## config.mk

```make
export PLATFORM = sky130hd
export DESIGN_NAME = dl_instr_encoder
export DESIGN_NICKNAME = d
export VERILOG_FILES = /design/src/rtl/dl_instr_encoder.sv
export SDC_FILE = /design/constraint.sdc
export NUM_CORES = 1
export LEC_CHECK = 0
export CORE_ASPECT_RATIO = 0.9
export CORE_MARGIN = 4
export CORE_UTILIZATION = 49
export CTS_CLUSTER_SIZE = 8
export DETAILED_ROUTE_END_ITERATION = 8
export PLACE_DENSITY = 0.79
export SYNTH_ARGS = -nofsm -noshare
export SYNTH_HDL_FRONTEND = slang
export SYNTH_SLANG_ARGS = --single-unit
```

## constraint.sdc

```tcl
create_clock -name clk -period 1.91 [get_ports clk]
set_input_delay 0.191 -clock clk [delete_from_list [all_inputs] [get_ports clk]]
set_output_delay 0.191 -clock clk [all_outputs]
set_load 0.02 [all_outputs]
```

## src/rtl/dl_instr_encoder.sv

```systemverilog
// rtl/dl_instr_encoder.sv - FP operation to 32-bit instruction encoder with 2-entry output FIFO
// Optional FMA/FMS encoding enabled by defining DL_FMA_EN.
module dl_instr_encoder (
  input  logic        clk,
  input  logic        rst,
  input  logic        req_valid,
  output logic        req_ready,
  input  logic [4:0]  req_op,
  input  logic [4:0]  req_rd,
  input  logic [4:0]  req_rs1,
  input  logic [4:0]  req_rs2,
  input  logic [4:0]  req_rs3,
  input  logic [2:0]  req_rm,
  output logic        instr_valid,
  input  logic        instr_ready,
  output logic [31:0] instr,
  output logic        illegal,
  output logic [15:0] issue_cnt
);

  localparam logic [6:0] OPC_FP  = 7'b1011011;
  localparam logic [6:0] OPC_FMA = 7'b1000011;
  localparam logic [6:0] OPC_FMS = 7'b1000111;

  logic [4:0]  f5;
  logic [4:0]  rs2_f;
  logic [2:0]  rm_f;
  logic [6:0]  opc;
  logic        legal;
  logic [31:0] word;

  always_comb begin
    f5    = 5'b00000;
    rs2_f = req_rs2;
    rm_f  = req_rm;
    opc   = OPC_FP;
    legal = 1'b1;
    case (req_op)
      5'd0:  f5 = 5'b00000;
      5'd1:  f5 = 5'b00001;
      5'd2:  f5 = 5'b00010;
      5'd3:  f5 = 5'b00011;
      5'd4:  begin f5 = 5'b01011; rs2_f = 5'd0; end
      5'd5:  begin f5 = 5'b00100; rm_f = 3'b000; end
      5'd6:  begin f5 = 5'b00100; rm_f = 3'b001; end
      5'd7:  begin f5 = 5'b00100; rm_f = 3'b010; end
      5'd8:  begin f5 = 5'b00101; rm_f = 3'b000; end
      5'd9:  begin f5 = 5'b00101; rm_f = 3'b001; end
      5'd10: begin f5 = 5'b01000; rs2_f = 5'd0; end
      5'd11: begin f5 = 5'b01001; rs2_f = 5'd0; end
      5'd12: begin f5 = 5'b10100; rm_f = 3'b010; end
      5'd13: begin f5 = 5'b10100; rm_f = 3'b001; end
      5'd14: begin f5 = 5'b10100; rm_f = 3'b000; end
      5'd15, 5'd16: begin
        // rs3 occupies the funct5 slot for the fused ops
        f5  = req_rs3;
        opc = (req_op == 5'd15) ? OPC_FMA : OPC_FMS;
`ifdef DL_FMA_EN
        legal = 1'b1;
`else
        legal = 1'b0;
`endif
      end
      default: legal = 1'b0;
    endcase
    word = {f5, 2'b10, rs2_f, req_rs1, rm_f, req_rd, opc};
  end

  logic [1:0]  count;
  logic [31:0] head;
  logic [31:0] tail;
  logic        accept;
  logic        push;
  logic        pop;

  assign req_ready   = (count != 2'd2);
  assign accept      = req_valid && req_ready;
  assign push        = accept && legal;
  assign instr_valid = (count != 2'd0);
  assign pop         = instr_valid && instr_ready;
  // head is kept zero whenever the FIFO is empty, so it can drive instr directly
  assign instr       = head;

  always_ff @(posedge clk) begin
    if (rst) begin
      count     <= 2'd0;
      head      <= 32'h0;
      tail      <= 32'h0;
      illegal   <= 1'b0;
      issue_cnt <= 16'h0;
    end else begin
      illegal <= accept && !legal;
      if (pop) issue_cnt <= issue_cnt + 16'd1;
      case (count)
        2'd0: begin
          if (push) begin
            head  <= word;
            count <= 2'd1;
          end
        end
        2'd1: begin
          if (push && pop) begin
            head <= word;
          end else if (push) begin
            tail  <= word;
            count <= 2'd2;
          end else if (pop) begin
            head  <= 32'h0;
            count <= 2'd0;
          end
        end
        default: begin
          if (pop) begin
            head <= tail;
            if (push) begin
              tail <= word;
            end else begin
              tail  <= 32'h0;
              count <= 2'd1;
            end
          end
        end
      endcase
    end
  end

endmodule

```

== Word level (Yosys, flattened, before mapping) ==
Index checks and enable logic that the tools add are counted.

* Logic and storage cells: 78
* Output and inout port bits: 51
* Memories kept: 0
* ROM bits: 0
* Latch bits: 0
* RAM bits: 0
* Flip-flop bits (word level): 83
* Bits of input ports: 32

* Order comparisons: 0
* Div/mod/pow operators: 0
* Reductions and logical operators: 23
* Shifts and indexed selects: 0
* Bitwise gates (word level): 1
* Add/sub/neg operators: 1
* Equal/unequal tests: 25
* Mux-type cells: 23
* Multiply operators: 0

{| class="wikitable"
|+ Operator list
! operator !! number
|-
| two-way mux 32 bit || 8
|-
| one-hot mux 32 bit (2 select lines) || 2
|-
| one-hot mux 5 bit (10 select lines) || 1
|-
| equality test 5 x 4 -> 1 bit, second input constant || 8
|-
| equality test 5 x 3 -> 1 bit, second input constant || 4
|-
| adder 16 x 1 -> 16 bit, second input constant || 1
|-
| OR reduction 15 bit || 1
|-
| OR reduction 3 bit || 5
|-
| two-way mux 2 bit || 6
|-
| equality test 5 x 2 -> 1 bit, second input constant || 2
|-
| two-way mux 5 bit || 2
|-
| != test 3 bit, second input constant || 3
|-
| one-hot mux 3 bit (3 select lines) || 1
|-
| != test 2 bit, second input constant || 4
|-
| AND reduction 4 bit || 2
|-
| OR reduction 2 bit || 3
|-
| equality test 5 x 1 -> 1 bit, second input constant || 1
|-
| equality test 5 bit, second input constant || 1
|-
| logical AND 1 bit || 5
|-
| zero test 5 bit || 1
|-
| AND reduction 5 bit || 1
|-
| one-hot mux 2 bit (2 select lines) || 1
|-
| nonzero test 2 bit || 2
|-
| two-way mux 3 bit || 1
|-
| other kinds (7) || 7
|}

== Logic depth before layout (Yosys ltp) ==
Gate-level depths: netlist of the first run.

* Depth after elaboration: 7
* Mapped depth: 8
* Gate-level depth less buffers: 5

== Worst setup path before layout of the first run ==
OpenSTA, ideal clock, no wires.

* Path kind: register -> register
* From: register count[0]
* To: register tail[11]
* Clock period less this slack: 1726 ps
* Setup time: 117 ps
* Stages on the path, launching flop included: 8
* Arrival time: 1609 ps
* Path buffers: 3
* Required time: 1793 ps
* Path slack: 184 ps
* Cell sequence: dfxtp_1 -> clkbuf_1 -> nand2b_1 -> o41a_4 -> and2_4 -> buf_6 -> buf_6 -> a22o_1

* Word-level cells in the longest chain between the ends: 6
* Elaborated cells on any way between the ends: 16
* Those cells by class: eq/ne (4); mux (3); bitwise (1); reduce/logical (8)

{| class="wikitable"
|+ Ends and longest elaborated chain
! item !! RTL line !! source
|-
| start, declared || 69 || <nowiki>logic [1:0] count;</nowiki>
|-
| start signal, assigned || 86 || <nowiki>count <= 2'd0;</nowiki>
|-
| start signal, assigned || 98 || <nowiki>count <= 2'd1;</nowiki>
|-
| start signal, assigned || 106 || <nowiki>count <= 2'd2;</nowiki>
|-
| != test 2 bit || 76 || <nowiki>assign req_ready = (count != 2'd2);</nowiki>
|-
| logical AND 1 bit || 77 || <nowiki>assign accept = req_valid && req_ready;</nowiki>
|-
| logical AND 1 bit || 78 || <nowiki>assign push = accept && legal;</nowiki>
|-
| two-way mux 32 bit / logical AND 1 bit (equally long branches) || 115, 102 ||
|-
| two-way mux 32 bit / != test 2 bit (equally long branches) || - ||
|-
| one-hot mux 32 bit (2 select lines) / AND reduction 4 bit (equally long branches) || - ||
|-
| end signal, assigned || 105 || <nowiki>tail <= word;</nowiki>
|-
| end signal, assigned || 116 || <nowiki>tail <= word;</nowiki>
|-
| end, declared || 71 || <nowiki>logic [31:0] tail;</nowiki>
|}

Several ways; a longest one is shown, not always the timed one. The select of a mux whose other input is x is not followed.
A chain may end at the register's enable or synchronous reset.

== Worst setup path in the final report of the first run ==
* From: register count[1]
* To: output port instr_valid

* Word-level cells in the longest chain between the ends: 1

{| class="wikitable"
|+ Ends and longest elaborated chain
! item !! RTL line !! source
|-
| nonzero test 2 bit || 79 || <nowiki>assign instr_valid = (count != 2'd0);</nowiki>
|-
| end, declared || 14 || <nowiki>output logic instr_valid,</nowiki>
|}

Every way passes these cells.

==> impl_metrics.py, run 1 <==
metrics = {
    "outcome": {
        "status": "finished clean",
    },
    "timing": {
        "postLayoutSetupSlackWorst_ns": 0.134,
        "rsz0062_at_grt": "no",
        "fmax_mhz": 563,
        "period_share_pct": 93.0,
        "setup_viol": 0,
        "max_slew_margin_pct": 63.0,
        "worst_slew_pin_slew_ns": 0.554,
        "finalMaxSlewViolations": 0,
        "finalHoldViolCount": 0,
        "clock_skew_ns": 0.00728,
        "period_minus_slack_ns": 1.78,
    },
    "placement": {
        "dp_slack_ns": -0.154,
        "port_buffers": 80,
        "hpwlAfterDp_mm": 6.55,
        "dpl.cell_count": 559,
        "globalplace.congestion": 0.909,
    },
    "detailed_routing": {
        "wirelength_mm": 9.29,
        "routed_via_density": 5.73,
        "drtPass1Iterations": 4,
        "drt-initial-drc-count": 166,
        "final_antenna_net_count": 0,
        "drcViolationCount": 0,
        "vias": 3294,
        "wl_per_cell_um": 16.2,
    },
    "global_routing": {
        "track_usage_pct": 23.0,
        "antenna_found_initial": 0,
        "overflow": 0,
        "grt_pass1_wl_mm": 14.9,
        "grt_max_degree": 29,
        "grt_pass1_vias": 3110,
    },
    "clocking": {
        "clock_latency_ns": 0.35,
        "hold_buffers": 0,
        "htree_levels": 3,
        "clk_pin_slew_ns": 0.08,
        "cts-root-buf": "clkbuf_8",
        "clk_path_buf_depth": 2,
        "cts_setup_buffers": 0,
        "clock_sinks": 71,
        "cts_tree": "yes",
        "cts_inserted_buffers": 9,
    },
    "yosys": {
        "synth.avg_cell_area_um2": 8.83,
        "synthDistinctLibCells": 67,
        "yosysMostFrequentCell": "dfxtp_1",
        "ys_warn_count": 0,
        "synthArstFlopShare_pct": 0,
        "ys.flop_type": "dfxtp_1",
        "syn_area_um2": 3410,
        "ys_seq_area_share_pct": 41.7,
        "synth_seq_cells": 71,
        "synth_edf_count": 0,
        "synth_top_cells_by_count": "dfxtp_1 (71), nor2_1 (45), nor3_1 (20), clkbuf_1 (18), a21oi_1 (17)",
        "ys_top_cells_by_area": "dfxtp_1 (42%), nor2_1 (5.0%), a22o_1 (3.9%)",
        "synth_top_area_share_pct": 41.7,
        "syn_inst": 386,
        "yosys.area.top_type": "dfxtp_1",
    },
    "floorplan": {
        "die_w_um": 95.9,
        "io_pins": 83,
        "dieArea_um2": 8360,
        "rows": 28,
        "core-area_um2": 6660,
        "die_y_um": 87.1,
        "start_util_pct": 51.2,
    },
    "flow_run": {
        "maxCapViolations": 0,
    },
    "power": {
        "cellLeakagePower_nw": 1.73,
        "ir_drop_mv": 0.376,
        "powerDensity_nw_per_um2": 753,
        "power.total_mw": 3.53,
    },
    "setup_path": {
        "cpLargestDelayFamily": "buffers and inverters",
        "crit_path_end_kind": "output port",
        "cpMaxStageDelayCell": "clkdlybuf4s50_1",
        "cp.required_ns": 1.72,
        "cp-start-kind": "flop",
        "cp_max_fo": 10,
        "slowest_delay_ns": 0.60,
        "cp_num_buf_inv": 2,
        "cp.arrival_ns": 1.58,
        "worstPathCellList": "nor2_4 > inv_1 > clkdlybuf4s50_1",
        "crit_type": "flop to output port",
    },
    "cells_and_area": {
        "n_antenna_cell": 0,
        "syn2layout_area_growth_pct": 37.7,
        "seq_area_um2": 1420,
        "layout.cells.non_filler": 575,
        "drive_gt1_share_pct": 16.1,
        "multi_input_area_um2": 1730,
        "layout.nets": 513,
        "fillCellCount": 533,
        "final_util_pct": 70.5,
    },
    "hold_path": {
        "hold_class": "primary input to flop",
    },
}
## kinds of logic after synthesis
kind of cell	synth area share, %
other cells	0.110
xor+xnor	3.08
buf+inv	7.78
flops	41.7
simple gates	20.2
mux	0.624
compound gates	25.8
fa+ha+maj	0.661
## flip-flops by register name, indices dropped and copies added, names as in the netlist
signal and count:
illegal 1, tail 26, count 2, instr 26, issue_cnt 16
## report_power, final
group          internal (mW)  total (mW)  switching [mW]
registers               1.54        1.57          0.0376
logic                  0.312       0.632           0.319
clock network          0.742        1.33           0.585
## placed cells by master (no fill, tap or decap), drive strengths merged, types with 2 or more instances in the layout
cell            n
and3b           2
a31oi           5
and2            3
a21o            3
xnor2          10
o2bb2ai         3
a221oi         10
dfxtp          71
and4            3
a21oi          17
conb            2
o211ai          3
o41a            2
o2111ai         3
nor2b           3
o21a            2
nand3b          4
nor3           20
nand2b          6
o21ai          10
a31o            4
clkdlybuf4s50  79
a211oi         14
or4b            2
nand3           8
clkbuf         10
or3b            2
inv            12
buf            45
nand4           4
a41o            2
xor2            2
nor4            5
or3             3
bufinv          2
clkinvlp        2
a22o           15
a32oi          10
nand2          16
nor2           45
## worst paths after layout
path | slack (ns) | startpoint | end | cells past startpoint
max reg2reg | 0.17 | issue_cnt[0] | issue_cnt[14] | 5
min reg2reg | 0.47 | tail[30] | tail[30] | 1
min | 0.19 | rst | issue_cnt[5] | 2
max | 0.13 | count[1] | instr_valid | 3
## final cells by class
| type | instances | share of cell area (%) |
|---|---|---|
| clock buffer | 10 | 2.72 |
| clock inverter | 6 | 1.97 |
| inverter | 11 | 0.880 |
| multi-input combinational | 263 | 36.9 |
| sequential | 71 | 30.3 |
| tap | 90 | 2.40 |
| timing repair buffer | 124 | 24.8 |
## metrics by stage
stage / TNS [ns] / cell area (um^2) / hold slack (ns)
detailed placement: -4.03 / 4460 / 0.454
finish: 0 / 4690 / 0.192
global route: 0 / 4690 / 0.186
floorplan: 0 / 3410 / 0.324
global placement: -2.38 / 4460 / 0.433
CTS: 0 / 4690 / 0.176
## routing by layer
metal  vias up  GRT usage, %  part of all wire, %  wire length [um]
met1      1552          30.7                   45              4230
met4         0          9.30                  1.8               170
met5         -             0                    0                 0
met2       107          35.7                   47              4370
li1       1618             -                    -                 -
met3        17          5.45                  5.6               524
## repair_timing
item                                   4_1_cts  5_1_grt
gates cloned                                 0        0
resized for setup                            2        2
setup endpoints to repair                    1        2
endpoints found under the hold margin        0        0
Note: power is estimated with default switching activity, not from simulation.
==> inputs of run 2 (changes only) <==
==> constraint.sdc (replaced) <==
create_clock -name clk -period 1.91 [get_ports clk]
set_input_delay 0.191 -clock clk [delete_from_list [all_inputs] [get_ports clk]]
set_output_delay 0.191 -clock clk [all_outputs]
set_load 0.005 [all_outputs]
==> run 2 against run 1 <==
Compared with the run above: count of clock-buffer cells in the layout grew 1; combinational power shrank 11%; register-to-register slack better by 0.07 ns; flip-flop and latch count did not move; cell count grew 0.17%; sequential share of layout area hardly changed; sequential power is essentially flat; largest cell class unchanged; largest power group unchanged.
==> impl_metrics.py, run 2 (synthesis results as in run 1) <==
metrics = {
    "cells_and_area": {
        "finalInstanceArea_um2": 4690,
        "layout.cells.non_filler": 576,
        "drive_gt1_share_pct": 15.8,
        "syn2layout_area_growth_pct": 37.7,
        "n_antenna_cell": 0,
        "final_cell_mix": "clkdlybuf4s50_1 (79), dfxtp_1 (70), nor2_1 (45)",
        "layout.nets": 514,
        "final_common_cell": "clkdlybuf4s50_1",
        "fillCellCount": 504,
    },
    "global_routing": {
        "grt_max_degree": 29,
        "grt_pass1_wl_mm": 14.4,
        "grt_pass1_vias": 3018,
        "antenna_found_initial": 0,
        "overflow": 0,
        "track_usage_pct": 22.3,
    },
    "setup_path": {
        "cp-start-kind": "flop",
        "crit_path_end": "instr_valid",
        "crit_path_end_kind": "output port",
        "cp_max_fo": 10,
        "cpMaxStageDelayCell": "dfxtp_1",
        "worstPathCellList": "nor2_1 > inv_1 > clkdlybuf4s50_1",
        "crit_path_start": "count[0]",
        "cp.arrival_ns": 1.59,
        "reg2reg_depth": 6,
        "crit_type": "flop to output port",
        "worstReg2RegStart": "count[0]",
        "reg2reg_slack_ns": 0.24,
        "slowest_delay_ns": 0.51,
        "r2r_end": "instr[13]",
        "cp.required_ns": 1.72,
    },
    "power": {
        "p_switching_mw": 0.850,
        "internal_power_mw": 2.58,
        "ir_drop_mv": 0.370,
        "clockPowerShare_pct": 37.9,
        "combPwrFrac_pct": 16.3,
        "swShare_pct": 24.7,
        "power.total_mw": 3.43,
        "powerDensity_nw_per_um2": 732,
        "pwr-share-seq_pct": 45.8,
        "cellLeakagePower_nw": 1.73,
    },
    "detailed_routing": {
        "vias": 3308,
        "wl_per_cell_um": 15.8,
        "wl_met2_mm": 4.14,
        "drcViolationCount": 0,
        "top_layer": "met4",
        "dr_wl_met3_um": 577,
        "routed_via_density": 5.74,
        "final_antenna_net_count": 0,
        "drtPass1Iterations": 5,
        "drt-initial-drc-count": 219,
        "wl_met1_mm": 4.20,
        "wirelength_mm": 9.08,
    },
    "floorplan": {
        "io_pins": 83,
        "core-area_um2": 6660,
        "start_util_pct": 51.2,
        "rows": 28,
        "dieArea_um2": 8360,
        "die_w_um": 95.9,
        "die_y_um": 87.1,
    },
    "timing": {
        "holdWs_ns": 0.197,
        "rsz0062_at_grt": "no",
        "period_share_pct": 93.3,
        "worst_slew_pin_slew_ns": 0.519,
        "clock_skew_ns": 0.00635,
        "finalHoldViolCount": 0,
        "setup_viol": 0,
        "period_minus_slack_ns": 1.78,
        "fmax_mhz": 561,
        "max_slew_margin_pct": 65.3,
        "finalMaxSlewViolations": 0,
    },
    "outcome": {
        "status": "finished clean",
    },
    "placement": {
        "hpwlAfterDp_mm": 6.39,
        "globalplace.congestion": 0.910,
        "placed_area_um2": 4470,
        "port_buffers": 80,
        "dpl.cell_count": 560,
    },
    "clocking": {
        "clock_latency_ns": 0.34,
        "clock_sinks": 71,
        "clk_pin_slew_ns": 0.07,
        "htree_levels": 3,
        "cts_tree": "yes",
        "cts_setup_buffers": 0,
        "cts_resized": 0,
        "cts_inserted_buffers": 9,
        "hold_buffers": 0,
        "cts-root-buf": "clkbuf_8",
        "clk_path_buf_depth": 2,
    },
    "hold_path": {
        "hold_class": "primary input to flop",
    },
    "flow_run": {
        "maxCapViolations": 0,
    },
}
## run 2: cell count changes in the layout (fill, tap and decap cells not counted), sizes merged
cell      previous run  this run
buf                 45        46
clkbuf              10        11
clkinv               1         0
clkinvlp             2         3
inv                 12        11
## run 2: worst max-delay path, delay by kind of cell (launching register included)
family / cells / cell delay [ns]
buffers and inverters: 2 / 0.57
flip-flops: 1 / 0.51
AND/OR/NAND/NOR: 1 / 0.16
## run 2: area by class of cell
type | instances | area, um^2 | area share (%)
clock inverters | 5 | 82.6 | 1.76
repair buffers | 125 | 1170 | 24.9
well taps | 90 | 113 | 2.40
flip-flops and latches | 71 | 1420 | 30.3
multi-input cells | 263 | 1730 | 36.9
inverters | 11 | 41.3 | 0.880
clock buffers | 11 | 131 | 2.80
## run 2: metal layers
| metal | vias up | GRT usage, % |
|---|---|---|
| met1 | 1553 | 30.3 |
| met2 | 128 | 34.3 |
| met5 | - | 0 |
| met3 | 12 | 4.06 |
| li1 | 1615 | - |
| met4 | 0 | 10.2 |
## run 2: worst min path at each step
stage | slack, ns | from | cells past startpoint | end
3_5_place_dp | 0.44 | tail[26] | 1 | tail[26]
6_report | 0.20 | rst | 2 | issue_cnt[4]
5_1_grt | 0.19 | rst | 2 | issue_cnt[7]
3_3_place_gp | 0.43 | tail[4] | 1 | tail[4]
4_1_cts | 0.18 | rst | 2 | issue_cnt[4]
2_1_floorplan | 0.32 | req_rd[3] | 1 | tail[10]
## run 2: through the flow
step	TNS (ns)	util, %	setup slack [ns]
global placement	-2.39	67.2	-0.139
detailed placement	-4.09	67.2	-0.180
finish	0	70.5	0.128
CTS	0	70.4	0.0522
global route	0	70.5	0.0336
floorplan	0	-	0.184
## run 2: power by group through the flow
stage          sequential [mW]  clock [mW]  combinational [mW]
2_1_floorplan             1.60           0               0.267
3_3_place_gp              1.60           0               0.549
3_5_place_dp              1.61           0               0.555
4_1_cts                   1.57        1.32               0.559
5_1_grt                   1.58        1.38               0.608
6_report                  1.57        1.30               0.560
==> inputs of run 3 (changes only) <==
--- a/config.mk
+++ b/config.mk
@@ -14,3 +14,4 @@
 export SYNTH_ARGS = -nofsm -noshare
 export SYNTH_HDL_FRONTEND = slang
 export SYNTH_SLANG_ARGS = --single-unit
+export TNS_END_PERCENT = 20
==> results of run 3 <==
No change in the layout: final DEF, timing and power equal those of run 2.
